**src/rtl/seq_magnitude_comparator.sv**
```systemverilog
// Sequential magnitude comparator: walks the operands one CHUNK-wide slice per
// clock, most significant slice first, and stops at the first slice that differs.
module seq_magnitude_comparator #(
    parameter int WIDTH = 16,
    parameter int CHUNK = 4
) (
    input  logic             clk,
    input  logic             rst,
    input  logic             start,
    input  logic             signed_mode,
    input  logic [WIDTH-1:0] A,
    input  logic [WIDTH-1:0] B,
    output logic             busy,
    output logic             done,
    output logic             EQ,
    output logic             AGB,
    output logic             ALB
);
    localparam int NCHUNK = WIDTH / CHUNK;
    localparam int KW = (NCHUNK > 1) ? $clog2(NCHUNK) : 1;
    localparam logic [KW-1:0] LAST_IDX = KW'(NCHUNK - 1);
    localparam logic [CHUNK-1:0] MSB_MASK = CHUNK'(1) << (CHUNK - 1);

    generate
        if ((CHUNK < 1) || (WIDTH < CHUNK) || ((WIDTH % CHUNK) != 0)) begin : g_bad_params
            $error("WIDTH must be a positive multiple of CHUNK");
        end
    endgenerate

    typedef enum logic [1:0] {
        IDLE    = 2'd0,
        COMPARE = 2'd1,
        DONE    = 2'd2
    } state_t;

    state_t            state_q, state_d;
    logic [WIDTH-1:0]  a_q, a_d;
    logic [WIDTH-1:0]  b_q, b_d;
    logic              sign_q, sign_d;
    logic [KW-1:0]     idx_q, idx_d;
    logic              eq_q, eq_d;
    logic              agb_q, agb_d;
    logic              alb_q, alb_d;

    logic [CHUNK-1:0]  a_chunk [NCHUNK];
    logic [CHUNK-1:0]  b_chunk [NCHUNK];
    logic [CHUNK-1:0]  a_cur;
    logic [CHUNK-1:0]  b_cur;
    logic [CHUNK-1:0]  sign_flip;
    logic              accept;

    for (genvar gi = 0; gi < NCHUNK; gi++) begin : g_slice
        assign a_chunk[gi] = a_q[WIDTH-1-gi*CHUNK -: CHUNK];
        assign b_chunk[gi] = b_q[WIDTH-1-gi*CHUNK -: CHUNK];
    end

    // Flipping the sign bit of the top slice maps two's-complement order onto
    // unsigned order; lower slices keep their plain unsigned weight.
    assign sign_flip = (sign_q && (idx_q == '0)) ? MSB_MASK : '0;
    assign a_cur     = a_chunk[idx_q] ^ sign_flip;
    assign b_cur     = b_chunk[idx_q] ^ sign_flip;
    assign accept    = start && (state_q != COMPARE);

    always_comb begin
        state_d = state_q;
        a_d     = a_q;
        b_d     = b_q;
        sign_d  = sign_q;
        idx_d   = idx_q;
        eq_d    = eq_q;
        agb_d   = agb_q;
        alb_d   = alb_q;
        case (state_q)
            IDLE, DONE: begin
                state_d = IDLE;
                if (accept) begin
                    a_d     = A;
                    b_d     = B;
                    sign_d  = signed_mode;
                    idx_d   = '0;
                    state_d = COMPARE;
                end
            end
            COMPARE: begin
                if (a_cur != b_cur) begin
                    eq_d    = 1'b0;
                    agb_d   = (a_cur > b_cur);
                    alb_d   = (a_cur < b_cur);
                    state_d = DONE;
                end else if (idx_q == LAST_IDX) begin
                    eq_d    = 1'b1;
                    agb_d   = 1'b0;
                    alb_d   = 1'b0;
                    state_d = DONE;
                end else begin
                    idx_d = idx_q + KW'(1);
                end
            end
            default: state_d = IDLE;
        endcase
    end

    always_ff @(posedge clk) begin
        if (rst) begin
            state_q <= IDLE;
            a_q     <= '0;
            b_q     <= '0;
            sign_q  <= 1'b0;
            idx_q   <= '0;
            eq_q    <= 1'b0;
            agb_q   <= 1'b0;
            alb_q   <= 1'b0;
        end else begin
            state_q <= state_d;
            a_q     <= a_d;
            b_q     <= b_d;
            sign_q  <= sign_d;
            idx_q   <= idx_d;
            eq_q    <= eq_d;
            agb_q   <= agb_d;
            alb_q   <= alb_d;
        end
    end

    assign busy = (state_q == COMPARE);
    assign done = (state_q == DONE);
    assign EQ   = eq_q;
    assign AGB  = agb_q;
    assign ALB  = alb_q;

endmodule
```
**config.mk**
```make
export PLATFORM = sky130hd
export DESIGN_NAME = seq_magnitude_comparator
export DESIGN_NICKNAME = d
export VERILOG_FILES = /design/src/rtl/seq_magnitude_comparator.sv
export SDC_FILE = /design/constraint.sdc
export NUM_CORES = 1
export LEC_CHECK = 0
export ABC_CLOCK_PERIOD_IN_PS = 3900
export CAP_MARGIN = 10
export CORE_ASPECT_RATIO = 1.5
export CORE_UTILIZATION = 53
export CTS_CLUSTER_DIAMETER = 120
export DETAILED_ROUTE_END_ITERATION = 7
export HOLD_SLACK_MARGIN = 0.12
export PLACE_DENSITY = 0.84
export REMOVE_ABC_BUFFERS = 1
export SYNTH_ARGS = -nofsm -noshare
export SYNTH_HDL_FRONTEND = slang
export SYNTH_SLANG_ARGS = --single-unit
```
**constraint.sdc**
```tcl
create_clock -name clk -period 3.9 [get_ports clk]
set_clock_uncertainty 0.1 [all_clocks]
set_input_delay 0.585 -clock clk [delete_from_list [all_inputs] [get_ports clk]]
set_output_delay 0.585 -clock clk [all_outputs]
set_load 0.01 [all_outputs]
```
==> results.json <==
{
  "core-area_um2": 3160,
  "drv_slew": 0,
  "synth_cells": 206,
  "drt-initial-drc-count": 40,
  "timing.rr.end": "idx_q[0]",
  "wl_met1_mm": 1.28,
  "drv_cap": 0,
  "cp_num_buf_inv": 0,
  "rows": 25,
  "p_leak_uw": 0.000877,
  "place_congestion": 0.802,
  "post_cts_resized": 0,
  "grt_pass1_vias": 1366,
  "worstRegToRegCells": 7,
  "synthToLayoutAreaGrowth_pct": 27.8,
  "yosysSeqAreaShare": 0.451,
  "p_per_area_nw_per_um2": 409,
  "synth_seq_cells": 40,
  "path_clk_slew_ns": 0.07,
  "floorplan.initialDensity": 0.562,
  "diodes": 0,
  "clock_sinks": 40,
  "vias_per_cell": 5.17,
  "cts-root-buf": "clkbuf_8",
  "finalSetupTns_ns": 0,
  "yosysWarnings": 0,
  "cp-end-kind": "flip-flop",
  "wl_met3_um": 101,
  "synth.avg_cell_area_um2": 8.62,
  "fin_crit_sh": 0.682,
  "setup_viol": 0,
  "layout_setup_ws_ns": 1.24,
  "r2r-start": "idx_q[0]",
  "clk_latency_ns": 0.29,
  "hold_path_class": "flip-flop to flip-flop",
  "cts.hold.buffers_added": 0,
  "cts_tree": "yes",
  "worstSetupPathType": "flip-flop to flip-flop",
  "synth_area_um2": 1780,
  "cts_setup_buffers": 0,
  "rsz0062_at_grt": "no",
  "max_slew_margin": 0.569,
  "status": "finished, final reports clean",
  "dr.pass1.iters": 4,
  "die_area_um2": 3590,
  "antenna_left": 0,
  "clock.fmax_mhz": 376,
  "fin_crit_ns": 2.66,
  "yosys.cell_types.count": 25,
  "crit_chain": "mux4_2 -> xor2_1 -> ha_1 -> nand4_1 -> nor3_1 -> mux2i_1 -> nor2_1",
  "dp_slack_ns": 1.22,
  "critPathLaunch": "idx_q[0]",
  "endpoint": "idx_q[0]",
  "cpPeakStageDelay_ns": 0.62,
  "num_io_pins": 41,
  "worstPathRequired_ns": 3.96,
  "crit_family": "multiplexers",
  "cp_num_cells": 7,
  "final_common_cell": "nand2_1",
  "antenna_found_initial": 0,
  "die_h_um": 72.9,
  "mostFrequentLayoutCells": "nand2_1, dfxtp_1, clkdlybuf4s50_1",
  "reg2reg_slack_ns": 1.24,
  "hold_path_depth": 2,
  "crit_path_max_fanout": 10,
  "grt-ovfl-total": 0,
  "max-clock-path-buffers": 2,
  "nets": 284,
  "cp-start-kind": "flip-flop",
  "worst_pin_slew_ns": 0.644,
  "worst_path_max_delay_cell": "dfxtp_1",
  "htreeDepth": 2,
  "ir_worst_vdd_v": 0.000410,
  "wl_met2_mm": 1.66,
  "critPathArrivalTime_ns": 2.72,
  "dr.max_layer_used": "met4",
  "wirelength_mm": 3.12,
  "drive_above_1_share": 0.0494,
  "dp_hpwl_mm": 2.27,
  "grt_pass1_wl_mm": 5.51,
  "cts_buffers": 5,
  "hold_viol": 0,
  "wire_per_inst_um": 11.0,
  "fp.dieW_um": 49.3,
  "io_buffer_count": 40,
  "vias": 1462,
  "grt_max_degree": 35,
  "drcViolationCount": 0,
  "grt_use_total": 0.207
}
## worst min-delay path by stage
stage	startpoint	to	slack, ns
after global routing	b_chunk[12]	b_chunk[12]	0.38
after CTS	b_chunk[4]	b_chunk[4]	0.35
final	a_chunk[12]	a_chunk[12]	0.35
after floorplan	a_chunk[10]	a_chunk[10]	0.33
after detailed placement	b_chunk[4]	b_chunk[4]	0.34
after global placement	a_chunk[14]	a_chunk[14]	0.34
## synth_stat cells, drive strengths merged
master / n / area, um^2
buf: 10 / 56.3
o21ai: 1 / 5.00
inv: 8 / 30.0
nand2: 70 / 263
xnor2: 1 / 8.76
nor3: 2 / 10.0
o2111ai: 1 / 8.76
nand4b: 1 / 8.76
mux2i: 2 / 20.0
a21oi: 38 / 190
nand2b: 2 / 12.5
nand4: 1 / 6.26
nor2b: 2 / 12.5
nor2: 4 / 15.0
o31ai: 1 / 7.51
clkbuf: 4 / 15.0
dfxtp: 40 / 801
ha: 6 / 75.1
o21a: 1 / 7.51
mux4: 8 / 203
nor3b: 1 / 7.51
nand3: 1 / 5.00
xor2: 1 / 8.76
## area by class of cell
cell class                      count  area [um^2]
Fill cell                         250          888
Multi-Input combinational cell    144          877
Sequential cell                    40          801
Timing Repair Buffer               43          423
Clock buffer                        8         90.1
Tap cell                           40         50.0
Inverter                            8         30.0
## report_power, final
group / leakage (uW) / switching [uW] / internal [uW]
clock: 0.0000455 / 132 / 144
sequential: 0.000328 / 20.0 / 442
combinational: 0.000504 / 90.8 / 100
total: 0.000877 / 243 / 686
## metal layers
metal / vias to the layer above / global-route usage
met4: 0 / 0.118
met5: - / 0
li1: 760 / -
met3: 8 / 0.0500
met2: 33 / 0.377
met1: 661 / 0.213
## metrics by stage
step	instance area, um^2	hold WS, ns	power (uW)	utilization	std cells
2_1_floorplan	1710	0.325	580	-	192
3_3_place_gp	2180	0.339	661	0.690	275
3_5_place_dp	2180	0.345	665	0.690	275
4_1_cts	2270	0.354	939	0.719	283
5_1_grt	2270	0.381	982	0.719	283
6_report	2270	0.351	930	0.719	283
## tightest hold or removal path, delay by kind of cell, from the launching register on
family | cells | cell delay, ns
AOI/OAI and AO/OA | 1 | 0.05
DFF | 1 | 0.31
and+or+nand+nor | 1 | 0.05
## sequential cells by signal (all words and copies together), names as in the netlist
name	count
idx_q	2
state_q	2
EQ	1
AGB	1
ALB	1
a_chunk	16
b_chunk	16
sign_q	1
## cells by family after synthesis
logic type               after synthesis  synth area share
XOR/XNOR                               2           0.00986
AND/OR/NAND/NOR                       84             0.192
buffers and inverters                 22            0.0570
adder cells (fa/ha/maj)                6            0.0423
AO/OA/AOI/OAI                         42             0.123
multiplexers                          10             0.125
flip-flops                            40             0.451
Power figures use the tool's default switching activity.
